## config.mk

```make
export PLATFORM = sky130hd
export DESIGN_NAME = zuc_job_sched_flat
export DESIGN_NICKNAME = d
export VERILOG_FILES = /design/src/rtl/zuc_pkg.sv /design/src/rtl/zuc_job_sched_if.sv /design/src/rtl/zuc_rr_arbiter.sv /design/src/rtl/zuc_job_sched.sv /design/src/flat_wrapper.sv
export SDC_FILE = /design/constraint.sdc
export NUM_CORES = 1
export LEC_CHECK = 0
export BUFFER_PORTS_ARGS = -buffer_cell sky130_fd_sc_hd__buf_2
export CORE_AREA = 2 2 334 336
export DETAILED_ROUTE_END_ITERATION = 10
export DIE_AREA = 0 0 336 338
export PLACE_DENSITY = 0.3
export SLEW_MARGIN = 40
export SYNTH_ARGS = -nofsm -noshare
export SYNTH_HDL_FRONTEND = slang
export SYNTH_HIERARCHICAL = 1
export SYNTH_SLANG_ARGS = --single-unit
```

## constraint.sdc

```tcl
create_clock -name clk -period 2.4 [get_ports clk]
set_input_delay 0.12 -clock clk [delete_from_list [all_inputs] [get_ports clk]]
set_output_delay 0.12 -clock clk [all_outputs]
set_load 0.1 [all_outputs]
```

## src/rtl/zuc_pkg.sv

```systemverilog
// Shared types and widths for the ZUC job scheduler and its arbiter.
package zuc_pkg;

  localparam int unsigned KEY_W            = 128;
  localparam int unsigned IV_W             = 128;
  localparam int unsigned Z_W              = 32;
  localparam int unsigned ID_W             = 2;
  localparam int unsigned CNT_W            = 8;
  localparam int unsigned ZUC_CORE_LATENCY = 38;

  typedef enum logic [2:0] {
    S_IDLE    = 3'd0,
    S_INIT    = 3'd1,
    S_START   = 3'd2,
    S_WAIT    = 3'd3,
    S_RESP    = 3'd4,
    S_RECOVER = 3'd5
  } zuc_state_e;

  typedef struct packed {
    logic [ID_W-1:0] id;
    logic [Z_W-1:0]  z;
    logic            err;
  } zuc_rsp_t;

endpackage

```

## src/rtl/zuc_job_sched_if.sv

```systemverilog
// Requester-side job bus: per-requester KEY/IV requests and a shared result channel.
interface zuc_job_sched_if #(
  parameter int unsigned N_REQ = 2
) ();
  import zuc_pkg::*;

  logic [N_REQ-1:0]       req_valid;
  logic [N_REQ-1:0]       req_ready;
  logic [KEY_W*N_REQ-1:0] req_key;
  logic [IV_W*N_REQ-1:0]  req_iv;
  logic                   rsp_valid;
  logic                   rsp_ready;
  logic [ID_W-1:0]        rsp_id;
  logic [Z_W-1:0]         rsp_z;
  logic                   rsp_err;

  modport master (
    output req_valid, req_key, req_iv, rsp_ready,
    input  req_ready, rsp_valid, rsp_id, rsp_z, rsp_err
  );

  modport slave (
    input  req_valid, req_key, req_iv, rsp_ready,
    output req_ready, rsp_valid, rsp_id, rsp_z, rsp_err
  );
endinterface

```

## src/rtl/zuc_rr_arbiter.sv

```systemverilog
// Combinational round-robin arbiter: first requester at or after ptr_i wins.
module zuc_rr_arbiter
  import zuc_pkg::*;
#(
  parameter int unsigned N_REQ = 2
) (
  input  logic [N_REQ-1:0] req_i,
  input  logic [ID_W-1:0]  ptr_i,
  output logic [N_REQ-1:0] gnt_o,
  output logic [ID_W-1:0]  idx_o
);

  // Rotate so that bit k corresponds to requester (ptr_i + k) mod N_REQ.
  logic [N_REQ-1:0] rot;
  assign rot = N_REQ'({req_i, req_i} >> ptr_i);

  always_comb begin : p_pick
    logic        found;
    int unsigned pos;
    found = 1'b0;
    pos   = 0;
    gnt_o = '0;
    idx_o = '0;
    for (int unsigned k = 0; k < N_REQ; k++) begin
      if (!found && rot[k]) begin
        found = 1'b1;
        pos   = 32'(ptr_i) + k;
        if (pos >= N_REQ) pos = pos - N_REQ;
      end
    end
    idx_o = ID_W'(pos);
    if (found) gnt_o = N_REQ'(1) << idx_o;
  end

endmodule

```

## src/rtl/zuc_job_sched.sv

```systemverilog
// Shares one ZUC keystream core between N_REQ requesters, with a watchdog that
// resets the core when Done never arrives.
module zuc_job_sched
  import zuc_pkg::*;
#(
  parameter int unsigned N_REQ       = 2,
  parameter int unsigned TIMEOUT     = 64,
  parameter int unsigned RECOVER_CYC = 2
) (
  input  logic             clk,
  input  logic             rstn,
  zuc_job_sched_if.slave   bus,
  output logic             busy,
  output logic             core_rstn,
  output logic             core_init,
  output logic             core_start,
  output logic [KEY_W-1:0] core_key,
  output logic [IV_W-1:0]  core_iv,
  input  logic [Z_W-1:0]   core_z,
  input  logic             core_done
);

  zuc_state_e       state_q, state_d;
  logic [CNT_W-1:0] cnt_q, cnt_d;
  logic [KEY_W-1:0] key_q, key_d;
  logic [IV_W-1:0]  iv_q, iv_d;
  logic [ID_W-1:0]  job_id_q, job_id_d;
  logic [ID_W-1:0]  rr_ptr_q, rr_ptr_d;
  zuc_rsp_t         rsp_q, rsp_d;
  logic             rsp_valid_q, busy_q, core_init_q, core_start_q, core_rstn_q;
  logic [N_REQ-1:0] gnt, req_ready_c;
  logic [ID_W-1:0]  gnt_idx, ptr_next;

  zuc_rr_arbiter #(.N_REQ(N_REQ)) u_arb (
    .req_i (bus.req_valid),
    .ptr_i (rr_ptr_q),
    .gnt_o (gnt),
    .idx_o (gnt_idx)
  );

  assign ptr_next = (job_id_q == ID_W'(N_REQ - 1)) ? '0 : job_id_q + ID_W'(1);

  // Next-state and datapath updates; req_ready is the only unregistered output.
  always_comb begin
    state_d     = state_q;
    cnt_d       = cnt_q;
    key_d       = key_q;
    iv_d        = iv_q;
    job_id_d    = job_id_q;
    rr_ptr_d    = rr_ptr_q;
    rsp_d       = rsp_q;
    req_ready_c = '0;
    unique case (state_q)
      S_IDLE: begin
        if (|bus.req_valid) begin
          req_ready_c = gnt;
          key_d       = KEY_W'(bus.req_key >> (32'(gnt_idx) * KEY_W));
          iv_d        = IV_W'(bus.req_iv >> (32'(gnt_idx) * IV_W));
          job_id_d    = gnt_idx;
          state_d     = S_INIT;
        end
      end
      S_INIT:  state_d = S_START;
      S_START: begin
        cnt_d   = '0;
        state_d = S_WAIT;
      end
      S_WAIT: begin
        // Done takes priority over an expiring watchdog in the same cycle.
        if (core_done) begin
          rsp_d   = '{id: job_id_q, z: core_z, err: 1'b0};
          state_d = S_RESP;
        end else if (cnt_q == CNT_W'(TIMEOUT - 1)) begin
          rsp_d   = '{id: job_id_q, z: '0, err: 1'b1};
          cnt_d   = '0;
          state_d = S_RECOVER;
        end else begin
          cnt_d = cnt_q + CNT_W'(1);
        end
      end
      S_RECOVER: begin
        if (cnt_q == CNT_W'(RECOVER_CYC - 1)) state_d = S_RESP;
        else                                  cnt_d   = cnt_q + CNT_W'(1);
      end
      S_RESP: begin
        if (bus.rsp_ready) begin
          rr_ptr_d = ptr_next;
          state_d  = S_IDLE;
        end
      end
      default: state_d = S_IDLE;
    endcase
  end

  always_ff @(posedge clk or negedge rstn) begin
    if (!rstn) begin
      state_q      <= S_IDLE;
      cnt_q        <= '0;
      key_q        <= '0;
      iv_q         <= '0;
      job_id_q     <= '0;
      rr_ptr_q     <= '0;
      rsp_q        <= '0;
      rsp_valid_q  <= 1'b0;
      busy_q       <= 1'b0;
      core_init_q  <= 1'b0;
      core_start_q <= 1'b0;
      core_rstn_q  <= 1'b1;
    end else begin
      state_q      <= state_d;
      cnt_q        <= cnt_d;
      key_q        <= key_d;
      iv_q         <= iv_d;
      job_id_q     <= job_id_d;
      rr_ptr_q     <= rr_ptr_d;
      rsp_q        <= rsp_d;
      rsp_valid_q  <= (state_d == S_RESP);
      busy_q       <= (state_d != S_IDLE);
      core_init_q  <= (state_d == S_INIT);
      core_start_q <= (state_d == S_START);
      core_rstn_q  <= (state_d != S_RECOVER);
    end
  end

  assign bus.req_ready = req_ready_c;
  assign bus.rsp_valid = rsp_valid_q;
  assign bus.rsp_id    = rsp_q.id;
  assign bus.rsp_z     = rsp_q.z;
  assign bus.rsp_err   = rsp_q.err;
  assign busy          = busy_q;
  assign core_rstn     = core_rstn_q;
  assign core_init     = core_init_q;
  assign core_start    = core_start_q;
  assign core_key      = key_q;
  assign core_iv       = iv_q;

endmodule

```

## src/flat_wrapper.sv

```systemverilog
// flat-port wrapper written by rule: the top's interface ports become plain ports
module zuc_job_sched_flat import zuc_pkg::*;
#(
  parameter int unsigned N_REQ       = 2,
  parameter int unsigned TIMEOUT     = 64,
  parameter int unsigned RECOVER_CYC = 2
)
  (clk, rstn, busy, core_rstn, core_init, core_start, core_key, core_iv, core_z, core_done, bus_req_valid, bus_req_key, bus_req_iv, bus_rsp_ready, bus_req_ready, bus_rsp_valid, bus_rsp_id, bus_rsp_z, bus_rsp_err);
  zuc_job_sched_if #(.N_REQ(N_REQ)) bus_i ();
  input  logic clk;
  input  logic rstn;
  output logic busy;
  output logic core_rstn;
  output logic core_init;
  output logic core_start;
  output logic [KEY_W-1:0] core_key;
  output logic [IV_W-1:0] core_iv;
  input  logic [Z_W-1:0] core_z;
  input  logic core_done;
  input wire logic [$bits(bus_i.req_valid)-1:0] bus_req_valid;
  input wire logic [$bits(bus_i.req_key)-1:0] bus_req_key;
  input wire logic [$bits(bus_i.req_iv)-1:0] bus_req_iv;
  input wire logic [$bits(bus_i.rsp_ready)-1:0] bus_rsp_ready;
  output wire logic [$bits(bus_i.req_ready)-1:0] bus_req_ready;
  output wire logic [$bits(bus_i.rsp_valid)-1:0] bus_rsp_valid;
  output wire logic [$bits(bus_i.rsp_id)-1:0] bus_rsp_id;
  output wire logic [$bits(bus_i.rsp_z)-1:0] bus_rsp_z;
  output wire logic [$bits(bus_i.rsp_err)-1:0] bus_rsp_err;
  assign bus_i.req_valid = bus_req_valid;
  assign bus_i.req_key = bus_req_key;
  assign bus_i.req_iv = bus_req_iv;
  assign bus_i.rsp_ready = bus_rsp_ready;
  assign bus_req_ready = bus_i.req_ready;
  assign bus_rsp_valid = bus_i.rsp_valid;
  assign bus_rsp_id = bus_i.rsp_id;
  assign bus_rsp_z = bus_i.rsp_z;
  assign bus_rsp_err = bus_i.rsp_err;
  zuc_job_sched #(.N_REQ(N_REQ), .TIMEOUT(TIMEOUT), .RECOVER_CYC(RECOVER_CYC)) u_core (.clk(clk), .rstn(rstn), .bus(bus_i), .busy(busy), .core_rstn(core_rstn), .core_init(core_init), .core_start(core_start), .core_key(core_key), .core_iv(core_iv), .core_z(core_z), .core_done(core_done));
endmodule
```

==> results.tsv, run 1 <==
stage	metric	value	unit
die	FP Rows	122	
power	pwr/cell area	1527	nW/um^2
clock_tree	worst-skew pair later-pin latency	0.59	ns
synth	post-synthesis cell count	1337	
die	Die Span X	336	um
die	Top-Level Pins	848	
grt	All-Layer GR Usage	11.32	%
power	switching share of power	61.12	%
worst_setup_path	CP required	2.86	ns
sta	Final Worst Setup Slack	0.1098	ns
route	Post-Route WL	68.55	mm
worst_setup_path	CP Data Arrival Time	2.75	ns
synth	main flop type after synthesis	dfrtp_1	
power	peak supply drop	0.7928	mV
grt	global-route wire length before repair	98.55	mm
worst_setup_path	startpoint types	flip-flop	
min_path	Worst Hold Class	primary input to flip-flop	
synth	register bit total from synthesis	311	
synth	yosys warns	6	
synth	ranking of synthesized cells by area	dfrtp_1 51%, mux2i_1 17%, o31ai_1 11%, nand2_1 6.7%, buf_6 3.1%	
clock_tree	root buf cell	clkbuf_16	
clock_tree	htree depth	2	
worst_setup_path	critical path's slowest cell	dlygate4sd3_1	
synth	Post-synth ARST share	100.0	%
finish	fin util	25.44	%
synth	post-synthesis sequential area ratio	51.64	%
synth	Synth Net Count	1889	
synth	Syn Std Cell Area	15070	um^2
grt	antenna violations before repair	3	
sta	Final Hold Fails	0	
worst_setup_path	Top delay family on crit path	buffers and inverters	
job	max_cap viols	0	
grt	Congestion Overflow GR	0	
place	cell total after placement	3606	
worst_setup_path	max incr delay on CP	0.56	ns
finish	layout filler cell count	11790	
route	post-route DRC violation count	0	
power	part of the power in registers	20.7	%
clock_tree	# clock sinks	311	
synth	EDFF count, synth	0	
synth	Synth top area share	51.47	%
synth	Netlist cell types	42	
place	global placer's final weighted congestion	0.8166	
finish	Post-Layout Cell Count	4230	
sta	Worst Skew	0.01802	ns
synth	Post-synth top cells	310 x dfrtp_1, 268 x nand2_1, 259 x mux2i_1	
die	Die ar.	113600	um^2
route	Via density	3.721	
worst_setup_path	CP endpoint kind	flip-flop	
place	IO Port Bufs	847	
finish	ratio of cells with drive above 1 in the final layout	37.36	%
finish	synth-to-layout area growth	85.78	%
die	Core ar.	110100	um^2
route	WL per Instance	16.20	um
worst_setup_path	worst-path fanout max	27	
clock_tree	CTS max path bufs	3	
synth	most frequent cell after synthesis	dfrtp_1	
worst_setup_path	Critical Path, Cell by Cell	inv_1 -> a21boi_4 -> buf_12 -> buf_16 -> mux2i_2 -> o31ai_2 -> dlygate4sd3_1	
clock_tree	Clock transition at path regs	0.05	ns
sta	setup violators final	0	
clock_tree	CTS buffer count	44	
grt	vias in the first global route	16530	
route	Detailed Routing Iterations Pass 1	4	
sta	highest clock rate	436.6	MHz
power	Leak	13.72	nW
place	Post-DP HPWL	50.90	mm
power	internal power	16.63	mW
place	Place WS	0.3473	ns
route	DRT iter0 DRCs	572	
status	status	finished clean	
sta	Worst slew margin	2.561	%
synth	Avg Inst Size Synth	11.27	um^2
power	Clk network pwr share	14.6	%
route	DR vias	15740	
die	Die Y	338	um
die	Starting Density	13.70	%
sta	slew of the pin with the lowest slew margin	1.462	ns
power	P_sw	26.14	mW
finish	Final nets	3264	
power	Comb pwr share	64.7	%
sta	Hold WS	0.04206	ns
clock_tree	TritonCTS clock tree	yes	
sta	Final Cycle Share	95.42	%
sta	max-slew violations	0	
sta	min Tclk post-route	2.290	ns
worst_setup_path	Setup Crit Path Kind	flip-flop to flip-flop	
worst_setup_path	CP Buf/Inv Count	4	
synth	post-synth top area cell	dfrtp_1	
grt	largest net degree at the start of global routing	258	
sta	RSZ-0062 raised after global routing	yes	
route	final antenna-violating net count	0	
worst paths after layout:
check                                   start                    to  slack, ns  depth (start not counted)
setup reg to reg           u_core/rr_ptr_q[0]   u_core/core_key[37]       0.11                          7
hold reg to reg            u_core/core_iv[70]    u_core/core_iv[70]       0.47                          2
hold / removal                bus_req_iv[244]   u_core/core_iv[116]       0.04                          3
min in group asynchronous                rstn  u_core/core_key[118]       0.08                          2
max in group asynchronous                rstn   u_core/core_key[51]       1.44                          4
setup / recovery           u_core/rr_ptr_q[0]   u_core/core_key[37]       0.11                          7
tightest hold or removal path, stage by stage:
cell     delay, ns
buf_2         0.07
mux2i_1       0.15
o31ai_1       0.24
registers in the layout, indices dropped and copies added, names as in the netlist:
signal and count:
u_core/bus.rsp_valid 1, u_core/state_q 3, u_core/bus.rsp_err 1, u_core/bus.rsp_z 32
u_core/job_id_q 2, u_core/cnt_q 8, u_core/rr_ptr_q 2, u_core/busy 1
u_core/core_rstn 1, u_core/core_start 1, u_core/core_iv 128, u_core/core_init 1
u_core/bus.rsp_id 2, u_core/core_key 128
cell type report:
type / count / area (um^2) / area share [%]
clock inverter: 7 / 55.05 / 0.1966
multi-input combinational: 891 / 6471 / 23.11
inverter: 9 / 37.54 / 0.1340
clock buffer: 68 / 1323 / 4.723
tap: 1488 / 1862 / 6.649
timing repair buffer: 1455 / 10470 / 37.37
sequential: 311 / 7787 / 27.81
antenna: 1 / 2.502 / 0.008936
metrics by stage:
stage	setup TNS, ns	area [um^2]	power [mW]
after detailed placement	0	21050	35.62
after CTS	0	27910	43.33
after global placement	0	21050	35.52
after global routing	-0.007407	28000	44.79
final	0	28000	42.77
after floorplan	0	15070	30.41
layer usage:
metal  track usage (%)  share of wire [%]  vias to the layer above
met5                 0              0.010                        -
met4             3.912                3.1                        2
met3             3.106                6.6                       97
met2             20.94                 52                      536
met1             12.35                 38                     7472
li1                  -                  -                     7632
cells by family after synthesis:
family	Yosys count	synth area share, %
and+or+nand+nor	303	8.060
muxes	261	17.35
buffers and inverters	135	5.620
AOI/OAI and AO/OA	324	17.14
other	1	0.02488
adders and majority gates	2	0.1660
DFF	311	51.64
power groups by stage:
stage	combinational (mW)	sequential, mW	clock (mW)
after floorplan	5.12	25.3	0
after global placement	26.6	8.94	0
after detailed placement	26.6	8.98	0
after CTS	27.8	8.90	6.58
after global routing	28.8	9.21	6.77
final	27.7	8.86	6.25
repair_timing:
| item | CTS | global route |
|---|---|---|
| hold endpoints to repair | 484 | 0 |
| pin swaps | 1 | 0 |
| setup buffers | 3 | 0 |
| hold buffers | 542 | 0 |
| gates resized for setup | 5 | 8 |
| setup endpoints to repair | 2 | 24 |
| gates cloned | 1 | 2 |
placed cells by master (no fill, tap or decap), types with 3 or more instances in the layout:
master,n
o31ai_1,225
nor2_1,6
nand2_1,268
and3_1,5
nand2b_1,3
mux2i_1,257
clkbuf_8,11
nand3_1,5
clkinvlp_4,3
dfrtp_1,307
buf_6,4
clkbuf_1,12
buf_4,45
inv_1,8
a22o_1,32
o2bb2ai_1,3
o21ai_0,10
clkbuf_16,47
o31ai_2,31
a21oi_1,7
a31oi_1,3
dfrtp_2,3
o22ai_1,5
buf_2,844
buf_12,14
dlygate4sd3_1,542
Power figures use the tool's default switching activity.
==> run 2, diff against run 1 <==
--- a/config.mk
+++ b/config.mk
@@ -5,10 +5,11 @@
 export SDC_FILE = /design/constraint.sdc
 export NUM_CORES = 1
 export LEC_CHECK = 0
+export ABC_AREA = 1
 export BUFFER_PORTS_ARGS = -buffer_cell sky130_fd_sc_hd__buf_2
-export CORE_AREA = 2 2 334 336
+export CORE_AREA = 2 2 332 334
 export DETAILED_ROUTE_END_ITERATION = 10
-export DIE_AREA = 0 0 336 338
+export DIE_AREA = 0 0 334 336
 export PLACE_DENSITY = 0.3
 export SLEW_MARGIN = 40
 export SYNTH_ARGS = -nofsm -noshare
==> run 2 against run 1 <==
Net effect: count of clock-buffer cells in the layout decreased by 3; critical endpoint is now u_core/core_key[22]; highest routed layer is now met4; first-iteration DRC count down 31%; critical path type unchanged; worst hold slack worse by 0.0056 ns; die area fell by 1.2%; worst setup slack worse by 0.0061 ns.
==> results.tsv, run 2 <==
stage	metric	value	unit	change
power	P_sw	6.112	mW	was 26.14 mW
finish	ratio of cells with drive above 1 in the final layout	43.42	%	was 37.36%
synth	xor and xnor area share after synthesis	0.1174	%	was 0%
route	final antenna-violating net count	0		unchanged
clock_tree	worst-skew pair later-pin latency	0.58	ns	was 0.59 ns
finish	Final nets	3301		was 3264
synth	Avg Inst Size Synth	11.07	um^2	was 11.27 um^2
finish	Post-Layout Cell Count	4194		was 4230
synth	main flop type after synthesis	dfrtp_1		unchanged
die	Starting Density	13.77	%	was 13.70%
sta	slew of the pin with the lowest slew margin	0.7119	ns	was 1.462 ns
grt	vias in the first global route	16580		was 16530
sta	setup violators final	0		unchanged
sta	Final Cycle Share	95.68	%	was 95.42%
power	pwr/cell area	613.0	nW/um^2	was 1527 nW/um^2
worst_setup_path	startpoint types	flip-flop		unchanged
finish	# diodes	0		was 1
die	Top-Level Pins	848		unchanged
synth	Synth Net Count	1900		was 1889
route	post-route DRC violation count	0		unchanged
grt	global-route wire length before repair	105.8	mm	was 98.55 mm
clock_tree	# clock sinks	311		unchanged
synth	Netlist cell types	34		was 42
die	Core ar.	108400	um^2	was 110100 um^2
route	WL per Instance	17.59	um	was 16.20 um
sta	min Tclk post-route	2.296	ns	was 2.290 ns
place	global placer's final weighted congestion	0.8589		was 0.8166
synth	ranking of synthesized cells by area	dfrtp_1 52%, mux2i_1 17%, o21ai_2 13%, nand2_1 7.6%, buf_6 2.0%		was dfrtp_1 51%, mux2i_1 17%, o31ai_1 11%, nand2_1 6.7%, buf_6 3.1%
route	Post-Route WL	73.78	mm	was 68.55 mm
sta	Final Hold Fails	0		unchanged
finish	fin util	25.84	%	was 25.44%
grt	met1 usage in global routing	14.03	%	was 12.35%
die	FP Rows	121		was 122
power	Comb pwr share	29.4	%	was 64.7%
job	max_cap viols	0		unchanged
die	Die ar.	112200	um^2	was 113600 um^2
synth	Synth top area share	51.99	%	was 51.47%
place	IO Port Bufs	847		unchanged
synth	yosys warns	6		unchanged
power	peak supply drop	0.4327	mV	was 0.7928 mV
route	DRT iter0 DRCs	393		was 572
place	cell total after placement	3575		was 3606
clock_tree	Clock transition at path regs	0.06	ns	was 0.05 ns
finish	most common cell after layout, fill and taps aside	buf_2		unchanged
power	Clk network pwr share	37.4	%	was 14.6%
clock_tree	CTS buffer count	42		was 44
synth	most frequent cell after synthesis	dfrtp_1		unchanged
route	Detailed Routing Iterations Pass 1	4		unchanged
synth	fraction of the mapped netlist area in adder cells	0.1677	%	was 0.1660%
place	Post-DP HPWL	56.10	mm	was 50.90 mm
power	total power	17.17	mW	was 42.77 mW
synth	multiplexer share of the synthesized area	17.17	%	was 17.35%
power	internal power	11.06	mW	was 16.63 mW
clock_tree	root buf cell	clkbuf_16		unchanged
clock_tree	CTS max path bufs	3		unchanged
synth	Post-synth top cells	310 x dfrtp_1, 304 x nand2_1, 256 x mux2i_1		was 310 x dfrtp_1, 268 x nand2_1, 259 x mux2i_1
power	part of the power in registers	33.2	%	was 20.7%
synth	Syn Std Cell Area	14920	um^2	was 15070 um^2
place	placed inst area	21050	um^2	about the same
clock_tree	TritonCTS clock tree	yes		unchanged
worst_setup_path	CP required	2.83	ns	was 2.86 ns
grt	antenna violations before repair	1		was 3
synth	post-synthesis cell count	1348		was 1337
finish	synth-to-layout area growth	87.71	%	was 85.78%
worst_setup_path	Setup Crit Path Kind	flip-flop to flip-flop		unchanged
synth	post-synth top area cell	dfrtp_1		unchanged
synth	Post-synth ARST share	100.0	%	unchanged
sta	max-slew violations	0		unchanged
synth	post-synthesis simple-gate area fraction	9.106	%	was 8.060%
sta	Worst Skew	0.02320	ns	was 0.01802 ns
clock_tree	htree depth	2		unchanged
die	Die Span X	334	um	was 336 um
synth	EDFF count, synth	0		unchanged
synth	Synth Area in Compound Gates	16.82	%	was 17.14%
route	DR vias	15430		was 15740
grt	global routing usage on met2	22.32	%	was 20.94%
grt	All-Layer GR Usage	12.57	%	was 11.32%
sta	highest clock rate	435.5	MHz	was 436.6 MHz
sta	Worst slew margin	51.18	%	was 2.561%
synth	register bit total from synthesis	311		unchanged
min_path	Worst Hold Class	primary input to flip-flop		unchanged
power	switching share of power	35.60	%	was 61.12%
grt	GR peak layer	met2		unchanged
worst_setup_path	CP endpoint kind	flip-flop		unchanged
grt	largest net degree at the start of global routing	110		was 258
grt	M3 GR Usage	3.408	%	was 3.106%
worst_setup_path	CP Data Arrival Time	2.73	ns	was 2.75 ns
power	Leak	13.79	nW	was 13.72 nW
sta	RSZ-0062 raised after global routing	yes		unchanged
synth	main combinational cell family by area after synthesis	multiplexers		unchanged
status	status	finished clean		unchanged
grt	Congestion Overflow GR	0		unchanged
finish	final instance area	28010	um^2	was 28000 um^2
worst_setup_path	worst-path fanout max	26		was 27
synth	post-synthesis sequential area ratio	52.16	%	was 51.64%
route	Via density	3.678		was 3.721
finish	most frequent cells in the layout	844 x buf_2, 541 x dlygate4sd3_1, 308 x dfrtp_1		was 844 x buf_2, 542 x dlygate4sd3_1, 307 x dfrtp_1
die	Die Y	336	um	was 338 um
==> run 2: cell count changes after synthesis, moves of 11 or more <==
cell     change
o31ai_1    -225
o31ai_2     -31
nand2_1     +36
inv_1       +14
buf_2       -11
buf_6       -15
o21ai_0     +31
o21ai_2    +219
nor2_1      +11
==> run 2: cell families after synthesis <==
group | Yosys count
AND/OR/NAND/NOR | 347
XOR/XNOR | 2
adder cells (fa/ha/maj) | 2
other | 1
AO/OA/AOI/OAI | 310
buffers and inverters | 119
multiplexers | 256
flip-flops | 311
==> run 2: critical path, stage by stage, from the launching register on <==
cell,delay [ns]
dfrtp_1,0.35
inv_1,0.10
a21boi_4,0.22
buf_12,0.23
buf_4,0.26
mux2i_1,0.25
dlygate4sd3_1,0.62
o21ai_2,0.07
==> run 2: final timing paths <==
check,from,to,slack [ns],cells after the start
setup / recovery,u_core/rr_ptr_q[0],u_core/core_key[22],0.10,7
min in group asynchronous,rstn,u_core/core_key[88],0.08,2
hold / removal,bus_req_iv[209],u_core/core_iv[81],0.04,3
max in group asynchronous,rstn,u_core/core_iv[93],1.51,3
hold reg to reg,u_core/core_iv[59],u_core/core_iv[59],0.47,2
setup reg to reg,u_core/rr_ptr_q[0],u_core/core_key[22],0.10,7
==> run 2: routing by layer <==
layer / part of all wire, % / vias up
li1: - / 7465
met2: 49 / 575
met4: 4.4 / 0
met5: 0 / -
met1: 39 / 7267
met3: 6.8 / 118
==> run 2: through the flow <==
| step | setup slack (ns) | hold slack (ns) | setup TNS [ns] |
|---|---|---|---|
| global route | -0.01426 | 0.03895 | -0.03931 |
| finish | 0.1038 | 0.03649 | 0 |
| global placement | 0.2798 | 0.1205 | 0 |
| floorplan | -0.02095 | -0.1756 | -0.04191 |
| CTS | 0.02804 | 0.003149 | 0 |
| detailed placement | 0.2317 | 0.1271 | 0 |
==> run 2: final cells by class <==
type | instances | area [um^2]
clock buffers | 65 | 1279
repair buffers | 1451 | 10430
flip-flops and latches | 311 | 7786
fillers | 11660 | 80390
inverters | 25 | 101.3
multi-input cells | 918 | 6509
clock inverters | 10 | 132.6
well taps | 1414 | 1769
==> run 2: power by group through the flow <==
stage               clock network, mW  logic, mW  registers, mW
floorplan                           0      0.745           7.91
global placement                    0       4.28           5.80
detailed placement                  0       4.30           5.80
CTS                              6.76       5.09           5.71
global route                     6.96       5.30           5.74
finish                           6.42       5.05           5.70
==> run 2: repair_timing <==
item,in CTS,in global routing
pin swaps,2,2
resized for setup,14,4
setup buffers,1,0
hold endpoints to repair,492,0
cloned,1,1
hold buffers,541,0
endpoints found under the setup margin,2,10
